===== config.mk =====
export PLATFORM = sky130hd
export DESIGN_NAME = bounce_signal_generator_flat
export DESIGN_NICKNAME = d
export VERILOG_FILES = /design/src/rtl/bounce_gen_pkg.sv /design/src/rtl/bounce_signal_generator_if.sv /design/src/rtl/tick_prescaler.sv /design/src/rtl/bounce_signal_generator.sv /design/src/flat_wrapper.sv
export SDC_FILE = /design/constraint.sdc
export NUM_CORES = 1
export LEC_CHECK = 0
export CELL_PAD_IN_SITES_DETAIL_PLACEMENT = 0
export CELL_PAD_IN_SITES_GLOBAL_PLACEMENT = 1
export CORE_UTILIZATION = 38
export CTS_CLUSTER_SIZE = 10
export DETAILED_ROUTE_END_ITERATION = 10
export PLACE_DENSITY_LB_ADDON = 0.1
export SYNTH_ARGS = -nofsm -noshare
export SYNTH_HDL_FRONTEND = slang
export SYNTH_HIERARCHICAL = 1
export SYNTH_SLANG_ARGS = --single-unit

===== constraint.sdc =====
create_clock -name clock50M -period 6.9 [get_ports clock50M]
set_clock_uncertainty 0.15 [all_clocks]
set_input_delay 2.07 -clock clock50M [delete_from_list [all_inputs] [get_ports clock50M]]
set_output_delay 2.07 -clock clock50M [all_outputs]
set_load 0.03 [all_outputs]

===== src/rtl/bounce_gen_pkg.sv =====
// Shared types and constants for the bounce signal generator: FSM states,
// LFSR polynomial/seed and the Galois LFSR step function.
package bounce_gen_pkg;

  typedef enum logic [1:0] {
    IDLE   = 2'd0,
    BOUNCE = 2'd1,
    SETTLE = 2'd2
  } state_e;

  localparam logic [15:0] LFSR_POLY         = 16'hB400;
  localparam logic [15:0] LFSR_SEED_DEFAULT = 16'hACE1;

  // Galois form of x^16+x^14+x^13+x^11+1; a nonzero state never maps to zero.
  function automatic logic [15:0] lfsrStep(input logic [15:0] state);
    lfsrStep = state[0] ? ((state >> 1) ^ LFSR_POLY) : (state >> 1);
  endfunction

endpackage


===== src/rtl/bounce_signal_generator_if.sv =====
// Request/response bundle of the bounce signal generator. The optional
// edge_count output exists only when BOUNCE_GEN_EDGE_COUNT_EN is defined.
interface bounce_signal_generator_if;

  logic press_req;
  logic bounce_out;
  logic busy;
  logic settled;
  logic tick_out;
`ifdef BOUNCE_GEN_EDGE_COUNT_EN
  logic [7:0] edge_count;

  modport master (output press_req,
                  input  bounce_out, busy, settled, tick_out, edge_count);
  modport slave  (input  press_req,
                  output bounce_out, busy, settled, tick_out, edge_count);
`else
  modport master (output press_req,
                  input  bounce_out, busy, settled, tick_out);
  modport slave  (input  press_req,
                  output bounce_out, busy, settled, tick_out);
`endif

endinterface


===== src/rtl/tick_prescaler.sv =====
// Free-running tick divider: tick is high for one cycle every PRESCALE_MAX+1
// cycles; clear restarts the period from zero.
module tick_prescaler #(
  parameter int PRESCALE_WIDTH = 16,
  parameter int PRESCALE_MAX   = 49999
) (
  input  logic clock50M,
  input  logic reset_n,
  input  logic clear,
  output logic tick
);

  localparam logic [PRESCALE_WIDTH-1:0] COUNT_MAX = PRESCALE_WIDTH'(PRESCALE_MAX);
  localparam logic [PRESCALE_WIDTH-1:0] COUNT_ONE = PRESCALE_WIDTH'(1);

  logic [PRESCALE_WIDTH-1:0] count_q;

  assign tick = (count_q == COUNT_MAX);

  // Clear wins over the wrap so a restarted period is always a full one.
  always_ff @(posedge clock50M or negedge reset_n) begin
    if (!reset_n) begin
      count_q <= '0;
    end else if (clear || tick) begin
      count_q <= '0;
    end else begin
      count_q <= count_q + COUNT_ONE;
    end
  end

endmodule


===== src/rtl/bounce_signal_generator.sv =====
// Turns a clean request level into a bouncy signal: a burst of LFSR samples
// per request edge, then the settled level. BOUNCE_GEN_EDGE_COUNT_EN adds edge_count.
module bounce_signal_generator
  import bounce_gen_pkg::*;
#(
  parameter int          PRESCALE_MAX   = 49999,
  parameter int          PRESCALE_WIDTH = 16,
  parameter int          BOUNCE_TICKS   = 20,
  parameter int          SETTLE_TICKS   = 10,
  parameter int          CNT_WIDTH      = 8,
  parameter logic [15:0] LFSR_SEED      = LFSR_SEED_DEFAULT
) (
  input  logic                      clock50M,
  input  logic                      reset_n,
  bounce_signal_generator_if.slave  genIf
);

  localparam logic [15:0]          SEED_EFF    = (LFSR_SEED == 16'h0000) ? 16'h0001 : LFSR_SEED;
  localparam logic [CNT_WIDTH-1:0] BOUNCE_LOAD = CNT_WIDTH'(BOUNCE_TICKS);
  localparam logic [CNT_WIDTH-1:0] SETTLE_LOAD = CNT_WIDTH'(SETTLE_TICKS);
  localparam logic [CNT_WIDTH-1:0] CNT_ONE     = CNT_WIDTH'(1);

  logic                 sync1_q, pressS_q;
  state_e               state_q, state_d;
  logic                 target_q, target_d;
  logic                 bounceOut_q, bounceOut_d;
  logic [CNT_WIDTH-1:0] bcnt_q, bcnt_d;
  logic [CNT_WIDTH-1:0] scnt_q, scnt_d;
  logic [15:0]          lfsr_q, lfsr_d, lfsrNext;
  logic                 busy_q, settled_q;
  logic                 tick;
  logic                 retarget;

  // A new request level restarts the burst from any state, including IDLE.
  assign retarget = (pressS_q != target_q);
  assign lfsrNext = lfsrStep(lfsr_q);

  tick_prescaler #(
    .PRESCALE_WIDTH (PRESCALE_WIDTH),
    .PRESCALE_MAX   (PRESCALE_MAX)
  ) uPrescaler (
    .clock50M (clock50M),
    .reset_n  (reset_n),
    .clear    (retarget),
    .tick     (tick)
  );

  always_ff @(posedge clock50M or negedge reset_n) begin
    if (!reset_n) begin
      sync1_q  <= 1'b0;
      pressS_q <= 1'b0;
    end else begin
      sync1_q  <= genIf.press_req;
      pressS_q <= sync1_q;
    end
  end

  always_comb begin
    state_d     = state_q;
    target_d    = target_q;
    bounceOut_d = bounceOut_q;
    bcnt_d      = bcnt_q;
    scnt_d      = scnt_q;
    lfsr_d      = lfsr_q;
    if (retarget) begin
      target_d = pressS_q;
      bcnt_d   = BOUNCE_LOAD;
      state_d  = BOUNCE;
    end else begin
      case (state_q)
        BOUNCE: begin
          if (tick) begin
            if (bcnt_q != '0) begin
              lfsr_d      = lfsrNext;
              bounceOut_d = lfsrNext[0];
              bcnt_d      = bcnt_q - CNT_ONE;
            end else begin
              bounceOut_d = target_q;
              scnt_d      = SETTLE_LOAD;
              state_d     = SETTLE;
            end
          end
        end
        SETTLE: begin
          if (tick) begin
            if (scnt_q != '0) begin
              scnt_d = scnt_q - CNT_ONE;
            end else begin
              state_d = IDLE;
            end
          end
        end
        default: ;
      endcase
    end
  end

  // busy/settled decode the next state so they change on the same edge as the state.
  always_ff @(posedge clock50M or negedge reset_n) begin
    if (!reset_n) begin
      state_q     <= IDLE;
      target_q    <= 1'b0;
      bounceOut_q <= 1'b0;
      bcnt_q      <= '0;
      scnt_q      <= '0;
      lfsr_q      <= SEED_EFF;
      busy_q      <= 1'b0;
      settled_q   <= 1'b1;
    end else begin
      state_q     <= state_d;
      target_q    <= target_d;
      bounceOut_q <= bounceOut_d;
      bcnt_q      <= bcnt_d;
      scnt_q      <= scnt_d;
      lfsr_q      <= lfsr_d;
      busy_q      <= (state_d != IDLE);
      settled_q   <= (state_d == IDLE);
    end
  end

  assign genIf.bounce_out = bounceOut_q;
  assign genIf.busy       = busy_q;
  assign genIf.settled    = settled_q;
  assign genIf.tick_out   = tick;

`ifdef BOUNCE_GEN_EDGE_COUNT_EN
  logic [7:0] edgeCount_q;

  // Restarts only on a fresh event from IDLE; retargets keep accumulating.
  always_ff @(posedge clock50M or negedge reset_n) begin
    if (!reset_n) begin
      edgeCount_q <= 8'd0;
    end else if ((state_q == IDLE) && (state_d == BOUNCE)) begin
      edgeCount_q <= 8'd0;
    end else if ((bounceOut_d != bounceOut_q) && (edgeCount_q != 8'hFF)) begin
      edgeCount_q <= edgeCount_q + 8'd1;
    end
  end

  assign genIf.edge_count = edgeCount_q;
`endif

endmodule


===== src/flat_wrapper.sv =====
// flat-port wrapper written by rule: the top's interface ports become plain ports
module bounce_signal_generator_flat import bounce_gen_pkg::*;
#(
  parameter int          PRESCALE_MAX   = 49999,
  parameter int          PRESCALE_WIDTH = 16,
  parameter int          BOUNCE_TICKS   = 20,
  parameter int          SETTLE_TICKS   = 10,
  parameter int          CNT_WIDTH      = 8,
  parameter logic [15:0] LFSR_SEED      = LFSR_SEED_DEFAULT
)
  (clock50M, reset_n, genIf_press_req, genIf_bounce_out, genIf_busy, genIf_settled, genIf_tick_out);
  bounce_signal_generator_if genIf_i ();
  input  logic clock50M;
  input  logic reset_n;
  input wire logic [$bits(genIf_i.press_req)-1:0] genIf_press_req;
  output wire logic [$bits(genIf_i.bounce_out)-1:0] genIf_bounce_out;
  output wire logic [$bits(genIf_i.busy)-1:0] genIf_busy;
  output wire logic [$bits(genIf_i.settled)-1:0] genIf_settled;
  output wire logic [$bits(genIf_i.tick_out)-1:0] genIf_tick_out;
  assign genIf_i.press_req = genIf_press_req;
  assign genIf_bounce_out = genIf_i.bounce_out;
  assign genIf_busy = genIf_i.busy;
  assign genIf_settled = genIf_i.settled;
  assign genIf_tick_out = genIf_i.tick_out;
  bounce_signal_generator #(.PRESCALE_MAX(PRESCALE_MAX), .PRESCALE_WIDTH(PRESCALE_WIDTH), .BOUNCE_TICKS(BOUNCE_TICKS), .SETTLE_TICKS(SETTLE_TICKS), .CNT_WIDTH(CNT_WIDTH), .LFSR_SEED(LFSR_SEED)) u_core (.clock50M(clock50M), .reset_n(reset_n), .genIf(genIf_i));
endmodule

==> impl_metrics.env, run 1 <==
export IMPL_post_place_ws_ps=2330
export IMPL_cts_buffers=5
export IMPL_crit_path_end_kind="output port"
export IMPL_path_class="register to output port"
export IMPL_synth_cell_types=56
export IMPL_drt_iter0_drc=63
export IMPL_final_common_cell="dfrtp_1"
export IMPL_fin_util_pct=43.7
export IMPL_cts_tree="built"
export IMPL_vias=1850
export IMPL_mappedNetlistArea_mm2=0.00280
export IMPL_synth_seq_cells=56
export IMPL_vias_per_cell=5.15
export IMPL_relSlewSlack_pct=39.3
export IMPL_synth_top_area_cell="dfrtp_1"
export IMPL_port_buffers=6
export IMPL_start_kind="register"
export IMPL_grt_start_max_net_pins=57
export IMPL_start_util_pct=40.3
export IMPL_crit_required_ps=4680
export IMPL_antenna_found_initial=0
export IMPL_post_synth_cell_area_avg_um2=11.1
export IMPL_finalCriticalPeriod_ps=4870
export IMPL_synth_top_cell_area_share_pct=42.0
export IMPL_post_dp_hpwl_mm=3.40
export IMPL_clockBufferDepth=2
export IMPL_chipHeight_um=87.9
export IMPL_critPathMaxFanout=7
export IMPL_synth_seq_area_share_pct=50.4
export IMPL_core_mm2=0.00694
export IMPL_cts_setup_buffers=0
export IMPL_intPower_mw=0.451
export IMPL_grt_pass1_wl_mm=8.67
export IMPL_cp_slowest_cell="clkdlybuf4s50_1"
export IMPL_synth_nets=263
export IMPL_yosysWarnings=6
export IMPL_tightestPinTransition_ps=902
export IMPL_dpl_cell_area_mm2=0.00295
export IMPL_grt_overflow=0
export IMPL_area_growth_synth_to_final_pct=8.31
export IMPL_ys_flop_type="dfrtp_1"
export IMPL_fin_area_mm2=0.00303
export IMPL_power_leakage_nw=1.18
export IMPL_cp_cell_sequence="or4b_1, nor4_2, clkdlybuf4s50_1"
export IMPL_htreeDepth=2
export IMPL_clock_latency_ps=310
export IMPL_switching_power_mw=0.175
export IMPL_numClockSinks=56
export IMPL_netSwitchingFraction_pct=27.9
export IMPL_drive_above_1_share_pct=17.9
export IMPL_asyncSetResetFlopFracSynth_pct=100
export IMPL_routed_wl_mm=5.06
export IMPL_pwr_share_clk_pct=28.6
export IMPL_n_antenna_cell=0
export IMPL_maxSlewViolCount=0
export IMPL_die_area_mm2=0.00772
export IMPL_final_nets=272
export IMPL_post_drt_wl_per_cell_um=14.1
export IMPL_synth_edf_count=0
export IMPL_remaining_drc_errors=0
export IMPL_min_path_type="register to register"
export IMPL_final_period_utilization_pct=70.6
export IMPL_max_cap_viol_count=0
export IMPL_synth_area_top_cells="dfrtp_1 (42%), dfstp_2 (8.4%), xnor2_1 (6.3%), mux2_2 (5.2%), nor2_1 (4.2%)"
export IMPL_crit_arrival_ps=2650
export IMPL_pwr_share_comb_pct=14.6
export IMPL_status="finished, final reports clean"
export IMPL_fmax_mhz=205
export IMPL_rows=30
export IMPL_drtAntennaViolNets=0
export IMPL_fin_tns_setup_ps=0
export IMPL_globalplace_congestion=0.722
export IMPL_setup_viol=0
export IMPL_first_global_vias=1783
export IMPL_finalHoldViolations=0
export IMPL_cpPeakStageDelay_ps=790
export IMPL_cts_root_buf="clkbuf_8"
export IMPL_n_fill_cell=698
export IMPL_multi_input_area_mm2=0.00128
export IMPL_grt_usage_pct=14.6
export IMPL_layout_common_cells="dfrtp_1 (47), nor2_1 (31), xnor2_1 (20)"
export IMPL_vdd_drop_max_mv=0.0982
export IMPL_setup_ws_ps=2030
export IMPL_ios=7
export IMPL_seqPwrFrac_pct=56.9
export IMPL_seqCellArea_mm2=0.00141
export IMPL_post_cts_resized=0
export IMPL_clkTransAtPathRegs_ps=100
export IMPL_p_per_area_mw_per_mm2=206
export IMPL_rsz0062_at_grt="false"
export IMPL_syn_inst=253
export IMPL_die_w_um=87.9
export IMPL_drtPass1Iterations=4
export IMPL_cts_hold_buf=0
## cell type report
class	instances	share of cell area, %
Clock buffer	5	2.27
Clock inverter	3	0.619
Inverter	15	1.86
Multi-Input combinational cell	175	42.2
Sequential cell	56	46.6
Tap cell	96	3.96
Timing Repair Buffer	9	2.56
## power by group through the flow
stage / Clock, mW / Combinational (mW) / Sequential, mW
after floorplan: 0 / 0.0583 / 0.366
after global placement: 0 / 0.0938 / 0.362
after detailed placement: 0 / 0.0929 / 0.362
after CTS: 0.191 / 0.0933 / 0.356
after global routing: 0.200 / 0.101 / 0.358
final: 0.179 / 0.0911 / 0.356
## path summary, 6_finish.rpt
path                                                from                            to  slack [ps]  cells past startpoint
hold reg to reg                           u_core/sync1_q               u_core/pressS_q         210                      0
min in group asynchronous                        reset_n             u_core/lfsr_q[12]        1730                      2
setup / recovery           u_core/uPrescaler/count_q[11]                genIf_tick_out        2030                      3
hold / removal                            u_core/sync1_q               u_core/pressS_q         210                      0
setup reg to reg           u_core/uPrescaler/count_q[11]              u_core/scnt_q[1]        3730                      6
max in group asynchronous                        reset_n  u_core/uPrescaler/count_q[8]        4410                      2
## stage by stage
| stage | std cells | power (mW) | hold WS, ps |
|---|---|---|---|
| global placement | 351 | 0.456 | 199 |
| detailed placement | 351 | 0.455 | 192 |
| CTS | 359 | 0.640 | 218 |
| finish | 359 | 0.626 | 215 |
| global route | 359 | 0.660 | 230 |
| floorplan | 253 | 0.425 | 181 |
## flip-flops by register name, indices dropped and copies added, names as in the netlist
signal and flops:
u_core/lfsr_q 16, u_core/uPrescaler/count_q 16, u_core/bcnt_q 8, u_core/scnt_q 8, u_core/state_q 2, u_core/genIf.bounce_out 1, u_core/genIf.busy 1, u_core/genIf.settled 1
u_core/pressS_q 1, u_core/sync1_q 1, u_core/target_q 1
## cells in the mapped netlist, types with 3 or more instances
library cell / instances
nand2b_1: 3
nand2_1: 13
mux2_2: 13
dfrtp_1: 47
nor2_1: 31
inv_1: 15
o21ai_0: 4
o211ai_1: 4
nand4_1: 6
nor3_1: 8
a21oi_1: 6
dfstp_2: 9
xor2_1: 3
nor4_1: 7
xnor2_1: 20
nor4b_1: 3
nand3_1: 5
ha_1: 7
## cell families (layout without fill, tap and decap cells)
family | count (synthesis) | after routing | share of synthesized area, %
AOI/OAI and AO/OA | 36 | 36 | 11.3
xor gates and xnor gates | 23 | 23 | 7.19
adders and majority gates | 7 | 7 | 3.13
buffers and inverters | 22 | 32 | 4.06
DFF | 56 | 56 | 50.4
muxes | 15 | 15 | 5.98
and+or+nand+nor | 94 | 94 | 18.0
## per-layer routing
metal	vias up	wire, um	GRT usage, %
li1	925	-	-
met1	904	2700	20.9
met2	14	2150	21.4
met3	7	94	3.11
met4	0	108	6.26
met5	-	0	0
## critical path, delay by kind of cell, from the launching register on
| family | cells | cell delay (ps) |
|---|---|---|
| flops | 1 | 460 |
| buf+inv | 1 | 790 |
| simple gates | 2 | 1090 |
(Power assumes the default switching activity.)
==> inputs of run 2 (changes only) <==
==> constraint.sdc (replaced) <==
create_clock -name clock50M -period 4.69 [get_ports clock50M]
set_clock_uncertainty 0.15 [all_clocks]
set_input_delay 1.407 -clock clock50M [delete_from_list [all_inputs] [get_ports clock50M]]
set_output_delay 1.407 -clock clock50M [all_outputs]
set_load 0.03 [all_outputs]
==> run 2 against run 1 <==
Against the previous run: non-clock buffer count is 1 higher; design area is 0.58% higher; sequential power grew 47%; critical path depth is 1 higher; core utilization is 0.25 points higher; largest power group unchanged; wire length increased by 0.85%; sequential cell count is the same; die area stayed put.
==> impl_metrics.env, run 2 (synthesis results as in run 1) <==
export IMPL_routed_wl_mm=5.10
export IMPL_seqCellArea_mm2=0.00141
export IMPL_htreeDepth=2
export IMPL_antenna_found_initial=0
export IMPL_status="finished, final reports clean"
export IMPL_largest_registers="u_core/lfsr_q (16), u_core/uPrescaler/count_q (16)"
export IMPL_relSlewSlack_pct=38.9
export IMPL_first_global_vias=1792
export IMPL_final_period_utilization_pct=84.4
export IMPL_cp_cell_sequence="or4b_1, nor4_2, buf_4, clkdlybuf4s50_1"
export IMPL_cp_endpoint="genIf_tick_out"
export IMPL_clock_latency_ps=320
export IMPL_rsz0062_at_grt="false"
export IMPL_ios=7
export IMPL_worst_hold_slack_ps=220
export IMPL_critPathLaunch="u_core/uPrescaler/count_q[4]"
export IMPL_drive_above_1_share_pct=18.2
export IMPL_tightestPinTransition_ps=908
export IMPL_post_dp_hpwl_mm=3.48
export IMPL_setup_viol=0
export IMPL_path_class="register to output port"
export IMPL_post_drt_wl_per_cell_um=14.2
export IMPL_power_leakage_nw=1.19
export IMPL_grt_start_max_net_pins=37
export IMPL_cts_setup_buffers=0
export IMPL_cts_root_buf="clkbuf_8"
export IMPL_vdd_drop_max_mv=0.114
export IMPL_clockBufferDepth=2
export IMPL_r2r_cells=7
export IMPL_core_mm2=0.00694
export IMPL_layout_common_cells="dfrtp_1 (47), nor2_1 (31), xnor2_1 (20)"
export IMPL_port_buffers=6
export IMPL_post_cts_resized=0
export IMPL_fin_tns_setup_ps=0
export IMPL_worst_path_stages=4
export IMPL_crit_path_end_kind="output port"
export IMPL_n_antenna_cell=0
export IMPL_post_place_ws_ps=1070
export IMPL_final_common_cell="dfrtp_1"
export IMPL_crit_arrival_ps=2400
export IMPL_numClockSinks=56
export IMPL_n_fill_cell=664
export IMPL_cp_top_family="buffers and inverters"
export IMPL_crit_required_ps=3130
export IMPL_cts_hold_buf=0
export IMPL_start_kind="register"
export IMPL_cp_slowest_cell="clkdlybuf4s50_1"
export IMPL_globalplace_congestion=0.787
export IMPL_cts_tree="built"
export IMPL_max_cap_viol_count=0
export IMPL_critPathBufInv=2
export IMPL_rr_endpoint="u_core/scnt_q[1]"
export IMPL_fmax_mhz=253
export IMPL_ff2ff_setup_slack_ps=1690
export IMPL_critPathMaxFanout=7
export IMPL_rows=30
export IMPL_area_growth_synth_to_final_pct=8.93
export IMPL_min_path_type="register to register"
export IMPL_maxSlewViolCount=0
export IMPL_p_per_area_mw_per_mm2=312
export IMPL_vias_per_cell=5.21
export IMPL_grt_overflow=0
export IMPL_start_util_pct=40.3
export IMPL_multi_input_area_mm2=0.00128
export IMPL_r2r_start="u_core/uPrescaler/count_q[4]"
export IMPL_drtAntennaViolNets=0
export IMPL_finalCriticalPeriod_ps=3960
export IMPL_vias=1874
export IMPL_grt_pass1_wl_mm=8.96
export IMPL_cpPeakStageDelay_ps=670
export IMPL_finalHoldViolations=0
export IMPL_remaining_drc_errors=0
export IMPL_cts_buffers=5
export IMPL_final_nets=273
export IMPL_clkTransAtPathRegs_ps=110
export IMPL_grt_usage_pct=15.3
export IMPL_drt_iter0_drc=53
export IMPL_chipHeight_um=87.9
export IMPL_setup_ws_ps=731
export IMPL_die_w_um=87.9
export IMPL_die_area_mm2=0.00772
export IMPL_drtPass1Iterations=4
## run 2: cell types whose count changed in the layout (fill, tap and decap cells not counted)
cell	change
clkinv_2	-2
inv_6	+2
buf_4	+1
clkinv_4	-1
inv_8	+1
## run 2: worst min path at each step
stage,to,slack (ps),startpoint,cells past startpoint
6_report,u_core/pressS_q,220,u_core/sync1_q,0
3_3_place_gp,u_core/pressS_q,200,u_core/sync1_q,0
3_5_place_dp,u_core/pressS_q,190,u_core/sync1_q,0
2_1_floorplan,u_core/pressS_q,180,u_core/sync1_q,0
5_1_grt,u_core/pressS_q,240,u_core/sync1_q,0
4_1_cts,u_core/pressS_q,230,u_core/sync1_q,0
## run 2: final cells by class
class / count / area share [%]
sequential: 56 / 46.3
multi-input combinational: 175 / 41.9
tap: 96 / 3.94
timing repair buffer: 10 / 2.79
clock buffer: 5 / 2.26
inverter: 15 / 1.85
clock inverter: 3 / 0.943
## run 2: report_power, final
| part | internal [mW] | total, mW | leakage, nW | switching, mW |
|---|---|---|---|---|
| clock | 0.113 | 0.293 | 0.0511 | 0.180 |
| sequential | 0.506 | 0.525 | 0.711 | 0.0185 |
| combinational | 0.0534 | 0.135 | 0.431 | 0.0820 |
| total | 0.673 | 0.953 | 1.19 | 0.280 |
## run 2: worst reg2reg max path: cells and delay by family, from the launching register on
kind                   cells  cell delay, ps
muxes                      1             330
and+or+nand+nor            3             860
DFF                        1             420
buffers and inverters      1             190
AOI/OAI and AO/OA          2             950
## run 2: metal layers
metal | up-vias | wire (um) | GRT usage [%]
met2 | 31 | 2170 | 21.8
met4 | 0 | 93 | 6.71
met3 | 8 | 161 | 3.11
met1 | 907 | 2670 | 22.3
met5 | - | 0 | 0
li1 | 928 | - | -
## run 2: stage by stage
stage	instances	area (um2)	utilization, %	power [mW]
3_5_place_dp	352	2950	42.5	0.670
2_1_floorplan	253	2800	-	0.625
6_report	360	3050	43.9	0.953
3_3_place_gp	352	2950	42.5	0.672
4_1_cts	360	3050	43.9	0.974
5_1_grt	360	3050	43.9	1.01
==> inputs of run 3 (changes only) <==
==> constraint.sdc (replaced) <==
create_clock -name clock50M -period 3.7 [get_ports clock50M]
set_clock_uncertainty 0.15 [all_clocks]
set_input_delay 1.11 -clock clock50M [delete_from_list [all_inputs] [get_ports clock50M]]
set_output_delay 1.11 -clock clock50M [all_outputs]
set_load 0.03 [all_outputs]
==> run 3 against run 2 <==
Against the previous run: die area is the same; critical path depth shrank 1; wire length grew 1.2%; clock power grew 37%; first-iteration DRC count grew 100%; sequential power grew 26%; worst hold slack lost 13 ps; clock-buffer cell count is the same; register-to-register slack lost 940 ps; core utilization grew 0.45 points; critical endpoint unchanged.
==> impl_metrics.env, run 3 (synthesis results as in run 1) <==
export IMPL_finalCriticalPeriod_ps=3180
export IMPL_min_path_type="register to register"
export IMPL_drtPass1Iterations=4
export IMPL_n_antenna_cell=0
export IMPL_tightestPinTransition_ps=915
export IMPL_crit_arrival_ps=1920
export IMPL_r2r_start="u_core/uPrescaler/count_q[11]"
export IMPL_post_dp_hpwl_mm=3.50
export IMPL_dp_cells=354
export IMPL_critPathMaxFanout=6
export IMPL_numClockSinks=56
export IMPL_drtAntennaViolNets=0
export IMPL_cts_root_buf="clkbuf_8"
export IMPL_chipHeight_um=87.9
export IMPL_globalplace_congestion=0.701
export IMPL_clockBufferDepth=2
export IMPL_rows=30
export IMPL_maxSlewViolCount=0
export IMPL_grt_usage_pct=15.3
export IMPL_start_util_pct=40.3
export IMPL_final_period_utilization_pct=85.9
export IMPL_cp_slowest_cell="or4b_1"
export IMPL_cpPeakStageDelay_ps=510
export IMPL_n_fill_cell=642
export IMPL_rsz0062_at_grt="false"
export IMPL_total_power_mw=1.23
export IMPL_cts_hold_buf=0
export IMPL_post_drt_wl_per_cell_um=14.3
export IMPL_crit_required_ps=2440
export IMPL_largest_registers="u_core/lfsr_q (16), u_core/uPrescaler/count_q (16)"
export IMPL_layout_common_cells="dfrtp_1 (47), nor2_1 (31), xnor2_1 (20)"
export IMPL_vdd_drop_max_mv=0.151
export IMPL_die_area_mm2=0.00772
export IMPL_finalHoldViolations=0
export IMPL_clock_latency_ps=310
export IMPL_drt_iter0_drc=107
export IMPL_fmax_mhz=315
export IMPL_vias=1866
export IMPL_final_nets=275
export IMPL_core_mm2=0.00694
export IMPL_fin_util_pct=44.4
export IMPL_area_growth_synth_to_final_pct=10.0
export IMPL_port_buffers=6
export IMPL_setup_viol=0
export IMPL_grt_overflow=0
export IMPL_vias_per_cell=5.15
export IMPL_p_per_area_mw_per_mm2=401
export IMPL_grt_pass1_wl_mm=9.04
export IMPL_clkTransAtPathRegs_ps=100
export IMPL_final_common_cell="dfrtp_1"
export IMPL_htreeDepth=2
export IMPL_ios=7
export IMPL_fin_cells=362
export IMPL_worst_hold_slack_ps=207
export IMPL_antenna_found_initial=0
export IMPL_relSlewSlack_pct=38.4
export IMPL_cts_setup_buffers=0
export IMPL_die_w_um=87.9
export IMPL_crit_path_end_kind="output port"
export IMPL_critPathLaunch="u_core/uPrescaler/count_q[11]"
export IMPL_cts_tree="built"
export IMPL_routed_wl_mm=5.17
export IMPL_first_global_vias=1864
export IMPL_start_kind="register"
export IMPL_remaining_drc_errors=0
export IMPL_cp_cell_sequence="or4b_1, nor4_2, dlymetal6s2s_1"
export IMPL_drive_above_1_share_pct=18.8
export IMPL_cts_buffers=5
export IMPL_max_cap_viol_count=0
export IMPL_fin_tns_setup_ps=0
export IMPL_hold_start="u_core/sync1_q"
export IMPL_path_class="register to output port"
export IMPL_grt_start_max_net_pins=57
export IMPL_status="finished, final reports clean"
export IMPL_power_leakage_nw=1.23
## run 3: changes by cell type in the layout (fill, tap and decap cells not counted), sizes merged
cell | before | now
clkinv | 0 | 1
clkinvlp | 0 | 1
clkdlybuf4s50 | 5 | 4
bufinv | 0 | 1
dlymetal6s2s | 0 | 1
buf | 5 | 7
inv | 18 | 15
## run 3: metal layers
metal / up-vias / track usage [%] / wire (um) / part of all wire [%]
met3: 2 / 3.11 / 120 / 2.3
met2: 26 / 24.5 / 2410 / 47
met4: 0 / 4.47 / 34 / 0.66
met5: - / 0 / 0 / 0
li1: 931 / - / - / -
met1: 907 / 20.9 / 2600 / 50
## run 3: final cells by class
cell class	instances	area (um2)	area share, %
multi-input combinational	175	1280	41.5
inverter	15	56.3	1.83
timing repair buffer	12	103	3.33
sequential	56	1410	45.8
clock inverter	3	42.5	1.38
tap	96	120	3.90
clock buffer	5	68.8	2.23
## run 3: report_power, final
group          total (mW)  switching (mW)  internal, mW
Combinational       0.171           0.104        0.0678
Clock               0.400           0.199         0.201
Sequential          0.663          0.0221         0.641
Total                1.23           0.325         0.910
## run 3: path summary, 6_finish.rpt
kind                       slack, ps                      endpoint  depth (start not counted)
setup / recovery                 520                genIf_tick_out                          3
hold / removal                   210               u_core/pressS_q                          0
setup reg to reg                 750              u_core/scnt_q[1]                          7
hold reg to reg                  210               u_core/pressS_q                          0
max in group asynchronous       2140  u_core/uPrescaler/count_q[7]                          2
min in group asynchronous        780              u_core/bcnt_q[3]                          2
## run 3: metrics by stage
step,setup slack [ps],cell area (um2)
after floorplan,417,2800
after global routing,400,3080
after global placement,446,2970
after CTS,82.9,3080
final,523,3080
after detailed placement,427,2970
## run 3: timing repair
action / in CTS / in global routing
endpoints found under the setup margin: 0 / 1
endpoints found under the hold margin: 0 / 0
gates resized for setup: 0 / 1
## run 3: critical path, delay by kind of cell (launching register included)
family | cells | cell delay, ps
simple gates | 2 | 820
flops | 1 | 450
buf+inv | 1 | 350
